$ cat config.mk
export PLATFORM = sky130hd
export DESIGN_NAME = l1mtx_input_stage
export DESIGN_NICKNAME = d
export VERILOG_FILES = /design/src/rtl/l1mtx_input_stage.sv
export SDC_FILE = /design/constraint.sdc
export NUM_CORES = 1
export LEC_CHECK = 0
export ABC_CLOCK_PERIOD_IN_PS = 3700
export BUFFER_PORTS_ARGS = -buffer_cell sky130_fd_sc_hd__buf_2
export CORE_UTILIZATION = 25
export CTS_CLUSTER_DIAMETER = 30
export DETAILED_ROUTE_END_ITERATION = 6
export HOLD_SLACK_MARGIN = 0.06
export PLACE_DENSITY = 0.5
export SLEW_MARGIN = 20
export SYNTH_ARGS = -nofsm -noshare
export SYNTH_HDL_FRONTEND = slang
export SYNTH_SLANG_ARGS = --single-unit
export TNS_END_PERCENT = 100
$ cat constraint.sdc
create_clock -name HCLK -period 3.7 [get_ports HCLK]
set_input_delay 0.555 -clock HCLK [delete_from_list [all_inputs] [get_ports HCLK]]
set_output_delay 0.555 -clock HCLK [all_outputs]
set_load 0.1 [all_outputs]
$ cat src/rtl/l1mtx_input_stage.sv
// Per-master input stage of the L1 AHB bus matrix: passes address phases
// straight through, or holds one and stalls the master until it is accepted.
module l1mtx_input_stage #(
    parameter int ADDR_WIDTH = 32
) (
    input  logic                  HCLK,
    input  logic                  HRESETn,
    input  logic                  HSELS,
    input  logic [ADDR_WIDTH-1:0] HADDRS,
    input  logic [1:0]            HTRANSS,
    input  logic                  HWRITES,
    input  logic [2:0]            HSIZES,
    input  logic [2:0]            HBURSTS,
    input  logic [3:0]            HPROTS,
    input  logic                  HREADYS,
    output logic                  HREADYOUTS,
    output logic [1:0]            HRESPS,
    output logic                  ACTIVE_TRANS,
    output logic [ADDR_WIDTH-1:0] HADDRM,
    output logic [1:0]            HTRANSM,
    output logic                  HWRITEM,
    output logic [2:0]            HSIZEM,
    output logic [2:0]            HBURSTM,
    output logic [3:0]            HPROTM,
    input  logic                  ACCEPT,
    input  logic                  DATA_PHASE,
    input  logic                  HREADYM,
    input  logic [1:0]            HRESPM
);

    typedef enum logic {
        ST_IDLE = 1'b0,
        ST_HOLD = 1'b1
    } state_t;

    state_t                state_q, state_d;
    logic [ADDR_WIDTH-1:0] addr_q, addr_d;
    logic [1:0]            trans_q, trans_d;
    logic                  write_q, write_d;
    logic [2:0]            size_q, size_d;
    logic [2:0]            burst_q, burst_d;
    logic [3:0]            prot_q, prot_d;

    logic new_tran;
    logic pend;
    logic load;

    assign new_tran = HSELS & HREADYS & HTRANSS[1];
    assign pend     = (state_q == ST_HOLD);
    assign load     = new_tran & ~pend;

    always_ff @(posedge HCLK or negedge HRESETn) begin
        if (!HRESETn) begin
            state_q <= ST_IDLE;
            addr_q  <= '0;
            trans_q <= 2'b00;
            write_q <= 1'b0;
            size_q  <= 3'b000;
            burst_q <= 3'b000;
            prot_q  <= 4'b0000;
        end else begin
            state_q <= state_d;
            addr_q  <= addr_d;
            trans_q <= trans_d;
            write_q <= write_d;
            size_q  <= size_d;
            burst_q <= burst_d;
            prot_q  <= prot_d;
        end
    end

    always_comb begin
        state_d = state_q;
        case (state_q)
            ST_IDLE: if (new_tran && !ACCEPT) state_d = ST_HOLD;
            ST_HOLD: if (ACCEPT) state_d = ST_IDLE;
            default: state_d = ST_IDLE;
        endcase
    end

    // Capture every live address phase; only used if the stage must hold it.
    always_comb begin
        addr_d  = addr_q;
        trans_d = trans_q;
        write_d = write_q;
        size_d  = size_q;
        burst_d = burst_q;
        prot_d  = prot_q;
        if (load) begin
            addr_d  = HADDRS;
            trans_d = HTRANSS;
            write_d = HWRITES;
            size_d  = HSIZES;
            burst_d = HBURSTS;
            prot_d  = HPROTS;
        end
    end

    always_comb begin
        HADDRM  = HADDRS;
        HTRANSM = HSELS ? HTRANSS : 2'b00;
        HWRITEM = HWRITES;
        HSIZEM  = HSIZES;
        HBURSTM = HBURSTS;
        HPROTM  = HPROTS;
        if (pend) begin
            HADDRM  = addr_q;
            HTRANSM = trans_q;
            HWRITEM = write_q;
            HSIZEM  = size_q;
            HBURSTM = burst_q;
            HPROTM  = prot_q;
        end
    end

    assign ACTIVE_TRANS = pend | (HSELS & HTRANSS[1]);
    assign HREADYOUTS   = DATA_PHASE ? HREADYM : ~pend;
    assign HRESPS       = DATA_PHASE ? HRESPM : 2'b00;

endmodule
==> metrics.cfg, run 1 <==
[layout]
stdcell_area_mm2=0.00316
drive_gt1_share_pct=77.3
layout.nets=313
area_delta_synth_final_pct=29.1
diodes=0
fin_cells=389

[yosys]
synth_edf_count=0
synthFlopType=dfrtp_1
synth_fp_nets=212
synth-async-reset-ratio_pct=100
yosysSeqAreaShare_pct=47.1
synth.top_cell.area_share_pct=47.1
syn_inst=158
synthTopCellsByArea=dfrtp_1, mux2_4, mux2_2
synth_warnings=0
yosysMostFrequentCell=mux2_2
synth-seq-cells=46
ys_types=13
yosys-top-cells-count=mux2_2, dfrtp_1, mux2_4
syn-cell-area_mm2=0.00244
synth_top_cell_by_area=dfrtp_1
avgSynthCellArea_um2=15.5

[critical_path]
crit_chain=buf_4 -> mux2_2 -> buf_2
end_kind=primary output
cp_max_fo=50
required_ns=3.14
rrSetupSlack_ns=1.58
cp_top_family=buffers and inverters
slowest_delay_ns=0.50
crit_arrival_ns=1.88
crit_slowest_cell=buf_4
critical_path_class=register to primary output
critPathLaunchType=register
crit_buf_inv=2

[power_and_ir_drop]
power_w=0.00164
ir_drop_mv=0.198
power.density_mw_per_mm2=521
p_leak_nw=1.59

[clock_network]
clk_pin_slew_worst_paths_ns=0.09
cts-root-buf=clkbuf_8
cts_hold_buffers=0
clock_latency_ns=0.30
clkSinkCount=46
cts_buffers=5
post_cts_resized=0
cts_tree=done
clockBufferDepth=2
htree_levels=2
post_cts_buffers=0

[drt]
drtIter0Drc=27
antenna_left=0
drtPass1Iterations=3
drt-total-wl_um=4730
via_count=1579
wl_per_cell_um=12.1
drc=0
via_per_inst=4.06

[timing]
post-route-period-util_pct=65.8
rsz0062_at_grt=no
fin_worst_skew_ns=0.0118
slew_headroom_pct=37.5
final-hold-violation-count=0
slew_viol_final=0
fin_crit_ns=2.43
fin_setup_tns_ns=0
fmax_mhz=411
worstMarginPinSlew_ns=0.935
finalSetupViolCount=0

[floorplan]
core-area_mm2=0.00937
pin_count=103
fp-row-count=35
die_area_mm2=0.0102
die_x_um=101
die_y_um=101
initial_core_util_pct=26.1

[global_routing]
grt_usage_pct=9.59
use_met1_pct=12.6
antenna_found_initial=0
met3_usage_pct=2.84
grt.met2_usage_pct=15.2
overflow=0
grt_pass1_vias=1563
grt_busiest_layer=met2
grt_max_degree=51
grt_pass1_wl_um=7580

[worst_hold_path]
min_path_type=input pin to asynchronous set/reset pin

[placed_design]
detailed_place_hpwl_um=3120
port_buffers=102
place_congestion=0.652
dp_cells=381
place_area_mm2=0.00306

[status]
status=completed

[run]
drv_cap=0

## layer usage
| metal | vias to the layer above | part of all wire [%] |
|---|---|---|
| met3 | 4 | 7.1 |
| met5 | - | 0 |
| met4 | 0 | 0.80 |
| met1 | 748 | 48 |
| met2 | 61 | 44 |
| li1 | 766 | - |
## power by group
group / switching, W / total [W] / internal (W)
clock: 0.000173 / 0.000324 / 0.000150
sequential: 0.0000495 / 0.000652 / 0.000602
combinational: 0.000445 / 0.000667 / 0.000223
## flip-flops by register name, indices dropped and copies added (netlist names)
name     cells
size_q       3
write_q      1
burst_q      3
prot_q       4
addr_q      32
trans_q      2
pend         1
## final timing paths
path	from	to	cells past startpoint
worst min-delay path	HRESETn	prot_q[0]$_DFFE_PN0P_	1
max in group asynchronous	HRESETn	pend$_DFF_PN0_	1
min in group HCLK	ACCEPT	pend$_DFF_PN0_	2
worst max-delay path	pend$_DFF_PN0_	HADDRM[15]	3
worst max register to register	pend$_DFF_PN0_	addr_q[7]$_DFFE_PN0P_	3
worst min register to register	trans_q[1]$_DFFE_PN0P_	trans_q[1]$_DFFE_PN0P_	1
## cells by family after synthesis
family	Yosys count	synth area share, %
AO/OA/AOI/OAI	4	0.870
buffers and inverters	10	3.02
flip-flops	46	47.1
multiplexers	87	46.1
AND/OR/NAND/NOR	11	2.92
## worst register-to-register path, stage by stage, from the launching register on
cell and delay (ns):
dfrtp_2 0.41, nand4b_4 0.79, buf_4 0.50, mux2_4 0.31
## cells in the final DEF (no fill, tap or decap)
cell        netlist  final
and2_1            2      2
o21ai_0           3      3
clkinvlp_4        0      1
mux2_4           39     39
a31oi_1           1      1
nand4b_4          1      1
buf_2             5    101
mux2_2           48     48
dfrtp_1          46     45
clkbuf_8          0      6
buf_4             0      3
nand2_1           5      5
nand2b_1          2      2
dfrtp_2           0      1
clkinv_2          0      1
nor2_1            1      1
## metrics by stage
step / hold slack (ns) / setup WS [ns] / util (%)
2_1_floorplan: 0.259 / 0.387 / -
3_3_place_gp: 0.452 / 1.29 / 32.6
3_5_place_dp: 0.454 / 1.29 / 32.6
4_1_cts: 0.392 / 1.22 / 33.6
5_1_grt: 0.294 / 1.12 / 33.7
6_report: 0.261 / 1.27 / 33.7
## cell type report
type	instances	area, um^2
flip-flops and latches	46	1150
well taps	129	161
clock inverters	2	12.5
fillers	973	6220
clock buffers	6	82.6
repair buffers	104	528
multi-input cells	102	1220
No activity file was read; power rests on OpenSTA's default activity.
==> inputs of run 2 (changes only) <==
Settings changed: ABC_CLOCK_PERIOD_IN_PS 3700 to 2300.
Clock period 3.7 ns to 2.3 ns, I/O delays scaled along.
==> run 2 against run 1 <==
Compared with the run above:
- clock power rose by 120%
- sequential share of layout area fell by 0.96 points
- combinational power rose by 62%
- die area did not move
- total power rose by 73%
- clock skew fell by 0.0049 ns
- wire length rose by 3.6%
- critical path depth did not move
- clock-buffer cell count fell by 1
- setup slack got worse by 0.97 ns
- global-route usage rose by 0.17 points
- sequential power rose by 61%
- critical endpoint is now HADDRM[23]
- highest routed layer unchanged
==> metrics.cfg, run 2 (synthesized netlist as in run 1, its figures left out) <==
[clock_network]
clock_latency_ns=0.30  ; about the same
cts_buffers=5  ; unchanged
htree_levels=2  ; unchanged
cts_hold_buffers=1  ; was 0
clkSinkCount=46  ; unchanged
cts-root-buf=clkbuf_8  ; unchanged
post_cts_resized=0  ; unchanged
clk_pin_slew_worst_paths_ns=0.09  ; about the same
cts_tree=done  ; unchanged
post_cts_buffers=0  ; unchanged
clockBufferDepth=2  ; unchanged

[floorplan]
die_area_mm2=0.0102  ; unchanged
core-area_mm2=0.00937  ; unchanged
die_x_um=101  ; unchanged
die_y_um=101  ; unchanged
pin_count=103  ; unchanged
initial_core_util_pct=26.1  ; unchanged
fp-row-count=35  ; unchanged

[timing]
finalSetupViolCount=0  ; unchanged
slew_headroom_pct=63.6  ; was 37.5%
fmax_mhz=498
worstMarginPinSlew_ns=0.546  ; was 0.935 ns
fin_worst_skew_ns=0.00696  ; was 0.0118 ns
post-route-period-util_pct=87.3
final-hold-violation-count=0  ; unchanged
fin_crit_ns=2.01
fin_setup_tns_ns=0  ; unchanged
slew_viol_final=0  ; unchanged
rsz0062_at_grt=no  ; unchanged
timing.hold.ws_ns=0.186  ; was 0.261 ns

[critical_path]
r2r-start=pend$_DFF_PN0_  ; unchanged
endpoint=HADDRM[23]  ; was HADDRM[15]
ff2ff_path_depth=4  ; was 3
critical_path_class=register to primary output  ; unchanged
end_kind=primary output  ; unchanged
startpoint=pend$_DFF_PN0_  ; unchanged
worstReg2RegEnd=prot_q[2]$_DFFE_PN0P_  ; was addr_q[7]$_DFFE_PN0P_
cp_max_fo=27  ; was 50
critPathLaunchType=register  ; unchanged
required_ns=1.96  ; was 3.14 ns
rrSetupSlack_ns=0.64  ; was 1.58 ns
crit_arrival_ns=1.66  ; was 1.88 ns

[power_and_ir_drop]
p_comb_share_pct=37.9  ; was 40.6%
power_w=0.00285  ; was 0.00164 W
internal_power_w=0.00177  ; was 0.000975 W
p_sw_share_pct=38.0  ; was 40.6%
power.density_mw_per_mm2=879  ; was 521 mW/mm^2
sequentialPowerShare_pct=36.8  ; was 39.7%
p_leak_nw=1.64  ; was 1.59 nW
p_clk_share_pct=25.3  ; was 19.7%
switching_power_w=0.00108  ; was 0.000668 W
ir_drop_mv=0.297  ; was 0.198 mV

[drt]
drtPass1Iterations=4  ; was 3
drt-total-wl_um=4900  ; was 4730 um
wl_per_cell_um=12.5  ; was 12.1 um
via_count=1611  ; was 1579
antenna_left=0  ; unchanged
via_per_inst=4.10  ; was 4.06
drtIter0Drc=28  ; was 27
drc=0  ; unchanged

[global_routing]
grt_usage_pct=9.76  ; was 9.59%
antenna_found_initial=1  ; was 0
grt_pass1_wl_um=7630  ; was 7580 um
overflow=0  ; unchanged
grt_max_degree=30  ; was 51
grt_pass1_vias=1551  ; was 1563

[layout]
area_delta_synth_final_pct=32.6  ; was 29.1%
nFillCells=982  ; was 973
fin_util_pct=34.6  ; was 33.7%
largest_reg_flops=32  ; unchanged
drive_gt1_share_pct=77.3  ; about the same
layout.nets=317  ; was 313
reg_top3=addr_q x32, prot_q x4  ; unchanged
ff_latch_area_mm2=0.00115  ; unchanged
diodes=0  ; unchanged
stdcell_area_mm2=0.00324  ; was 0.00316 mm^2
regMostFlops=addr_q  ; unchanged
multiInputGateArea_mm2=0.00122  ; unchanged
final_common_cell=buf_2  ; unchanged
mostFrequentLayoutCells=buf_2, mux2_2, dfrtp_1  ; unchanged

[run]
drv_cap=0  ; unchanged

[placed_design]
port_buffers=102  ; unchanged
place_congestion=0.616  ; was 0.652
detailed_place_hpwl_um=3450  ; was 3120 um
place_area_mm2=0.00309  ; was 0.00306 mm^2

[status]
status=completed  ; unchanged

[worst_hold_path]
min_path_type=input pin to register  ; was input pin to asynchronous set/reset pin

[run 2: changes by cell type in the layout (fill, tap and decap cells not counted), sizes merged]
cell,previous run,this run
clkinvlp,1,0
dlygate4sd3,0,1
bufinv,0,2
buf,104,107
clkbuf,6,5
[run 2: worst min-delay path by stage]
stage | startpoint | depth (start not counted) | endpoint
global route | ACCEPT | 2 | pend$_DFF_PN0_
floorplan | HRESETn | 0 | addr_q[0]$_DFFE_PN0P_
detailed placement | HRESETn | 1 | burst_q[1]$_DFFE_PN0P_
finish | ACCEPT | 2 | pend$_DFF_PN0_
CTS | ACCEPT | 2 | pend$_DFF_PN0_
global placement | HRESETn | 1 | burst_q[1]$_DFFE_PN0P_
[run 2: worst max-delay path, cell delays in order (launching register included)]
cell	delay (ns)
dfrtp_2	0.36
buf_4	0.32
mux2_2	0.38
buf_2	0.29
[run 2: final cells by class]
class / instances / share of cell area (%)
multi-input combinational: 102 / 37.6
sequential: 46 / 35.6
timing repair buffer: 108 / 17.6
tap: 129 / 4.98
clock buffer: 5 / 2.12
clock inverter: 3 / 2.12
[run 2: per-stage QoR]
stage | instances | worst slack [ns]
global placement | 384 | 0.621
detailed placement | 384 | 0.614
CTS | 393 | 0.259
global route | 393 | 0.208
finish | 393 | 0.292
floorplan | 158 | -0.0458
[run 2: power groups by stage]
stage | registers, W | clock network [W] | logic, W
floorplan | 0.00104 | 0 | 0.000955
global placement | 0.00106 | 0 | 0.00108
detailed placement | 0.00106 | 0 | 0.00109
CTS | 0.00105 | 0.000765 | 0.00109
global route | 0.00107 | 0.000785 | 0.00113
finish | 0.00105 | 0.000720 | 0.00108
[run 2: layer usage]
layer / GRT usage (%) / vias to the layer above / part of all wire (%)
met5: 0 / - / 0
met4: 3.01 / 0 / 0.82
met3: 2.98 / 5 / 7.1
met2: 16.2 / 65 / 46
met1: 12.2 / 763 / 46
li1: - / 778 / -
==> inputs of run 3 (changes only) <==
Settings changed: SETUP_SLACK_MARGIN set to 0.5.
==> run 3 against run 2 <==
Compared with the run above:
- hold slack worse by 0.0084 ns
- sequential power hardly changed
- utilization is 2.4 points higher
- fmax is 6.3% higher
- via count is 2.1% higher
==> metrics.cfg, run 3 (synthesized netlist as in run 1, its figures left out) <==
[global_routing]
overflow=0  ; unchanged
grt_usage_pct=10.4  ; was 9.76%
grt_pass1_vias=1631  ; was 1551
grt_pass1_wl_um=7910  ; was 7630 um
antenna_found_initial=0  ; was 1
grt_max_degree=27  ; was 30

[layout]
area_delta_synth_final_pct=41.7  ; was 32.6%
nFillCells=951  ; was 982
drive_gt1_share_pct=78.4  ; was 77.3%
final_common_cell=buf_2  ; unchanged
regMostFlops=addr_q  ; unchanged
largest_reg_flops=32  ; unchanged
reg_top3=addr_q x32, prot_q x4  ; unchanged
layout.nets=322  ; was 317
mostFrequentLayoutCells=buf_2, mux2_2, dfrtp_1  ; unchanged
diodes=0  ; unchanged
fin_cells=398  ; was 393

[clock_network]
htree_levels=2  ; unchanged
clockBufferDepth=2  ; unchanged
cts_buffers=5  ; unchanged
cts_tree=done  ; unchanged
clkSinkCount=46  ; unchanged
cts-root-buf=clkbuf_8  ; unchanged
clk_pin_slew_worst_paths_ns=0.09  ; about the same
clock_latency_ns=0.30  ; about the same

[critical_path]
crit_arrival_ns=1.54  ; was 1.66 ns
cp_max_fo=23  ; was 27
critical_path_class=register to primary output  ; unchanged
critPathLaunchType=register  ; unchanged
crit_slowest_cell=dfrtp_2  ; was mux2_2
slowest_delay_ns=0.44  ; was 0.38 ns
end_kind=primary output  ; unchanged
required_ns=1.96  ; about the same
crit_chain=buf_12 -> mux2_2 -> buf_4  ; was buf_4 -> mux2_2 -> buf_2

[placed_design]
detailed_place_hpwl_um=3600  ; was 3450 um
port_buffers=102  ; unchanged
dp_cells=384  ; unchanged
place_congestion=0.633  ; was 0.616
dp_slack_ns=0.593  ; was 0.614 ns

[timing]
finalSetupViolCount=0  ; unchanged
worstMarginPinSlew_ns=0.522  ; was 0.546 ns
slew_viol_final=0  ; unchanged
slew_headroom_pct=65.2  ; was 63.6%
fmax_mhz=529  ; was 498 MHz
fin_setup_tns_ns=0  ; unchanged
post-route-period-util_pct=82.1  ; was 87.3%
fin_worst_skew_ns=0.00977  ; was 0.00696 ns
timing.hold.ws_ns=0.178  ; was 0.186 ns
final-hold-violation-count=0  ; unchanged
fin_crit_ns=1.89  ; was 2.01 ns
worst_slack_ns=0.411  ; was 0.292 ns
rsz0062_at_grt=yes  ; was no

[floorplan]
die_area_mm2=0.0102  ; unchanged
pin_count=103  ; unchanged
initial_core_util_pct=26.1  ; unchanged
die_y_um=101  ; unchanged
die_x_um=101  ; unchanged
fp-row-count=35  ; unchanged
core-area_mm2=0.00937  ; unchanged

[power_and_ir_drop]
p_leak_nw=1.71  ; was 1.64 nW
ir_drop_mv=0.263  ; was 0.297 mV
power.density_mw_per_mm2=781  ; was 879 mW/mm^2

[drt]
drtPass1Iterations=2  ; was 4
drt-total-wl_um=5130  ; was 4900 um
via_per_inst=4.13  ; was 4.10
drc=0  ; unchanged
antenna_left=0  ; unchanged
via_count=1645  ; was 1611
drtIter0Drc=24  ; was 28
wl_per_cell_um=12.9  ; was 12.5 um

[status]
status=completed  ; unchanged

[run]
drv_cap=0  ; unchanged

[worst_hold_path]
min_path_type=input pin to register  ; unchanged

## run 3: worst paths after layout
check	startpoint	end	slack, ns	cells past startpoint
max	pend$_DFF_PN0_	HADDRM[11]	0.41	3
min	ACCEPT	pend$_DFF_PN0_	0.18	2
max reg2reg	pend$_DFF_PN0_	addr_q[3]$_DFFE_PN0P_	0.68	5
min reg2reg	trans_q[1]$_DFFE_PN0P_	trans_q[1]$_DFFE_PN0P_	0.47	1
max in group asynchronous	HRESETn	addr_q[8]$_DFFE_PN0P_	1.23	3
min in group asynchronous	HRESETn	burst_q[1]$_DFFE_PN0P_	0.55	2
## run 3: what timing repair did
action / 4_1_cts / 5_1_grt
resized for setup: 61 / 2
hold endpoints to repair: 20 / 0
buffers inserted: 1 / 4
hold buffers: 1 / 0
endpoints found under the setup margin: 47 / 76
## run 3: through the flow
step,util [%],total power (W),instance area [um^2]
finish,36.9,0.00270,3460
floorplan,-,0.00199,2450
global placement,33.7,0.00216,3150
global route,36.9,0.00285,3460
CTS,36.5,0.00275,3420
detailed placement,33.7,0.00216,3150
## run 3: worst max-delay path, delay by kind of cell (launching register included)
kind	cells	cell delay, ns
buffers and inverters	2	0.42
multiplexers	1	0.36
flip-flops	1	0.44
## run 3: cell type report
| cell class | instances | area [um^2] | area share, % |
|---|---|---|---|
| Clock buffer | 6 | 72.6 | 2.10 |
| Sequential cell | 46 | 1150 | 33.3 |
| Tap cell | 129 | 161 | 4.66 |
| Multi-Input combinational cell | 102 | 1230 | 35.5 |
| Timing Repair Buffer | 113 | 836 | 24.1 |
| Clock inverter | 2 | 10.0 | 0.289 |
## run 3: metal layers
metal	track usage [%]	vias to the layer above	part of all wire, %
met5	0	-	0
met2	16.3	64	47
li1	-	780	-
met1	13.0	795	45
met4	4.68	0	1.2
met3	3.61	6	6.6
## run 3: power breakdown
part / internal, W / leakage (nW) / switching, W
registers: 0.000969 / 0.542 / 0.0000799
clock network: 0.000211 / 0.0450 / 0.000276
logic: 0.000436 / 1.13 / 0.000732
total: 0.00162 / 1.71 / 0.00109
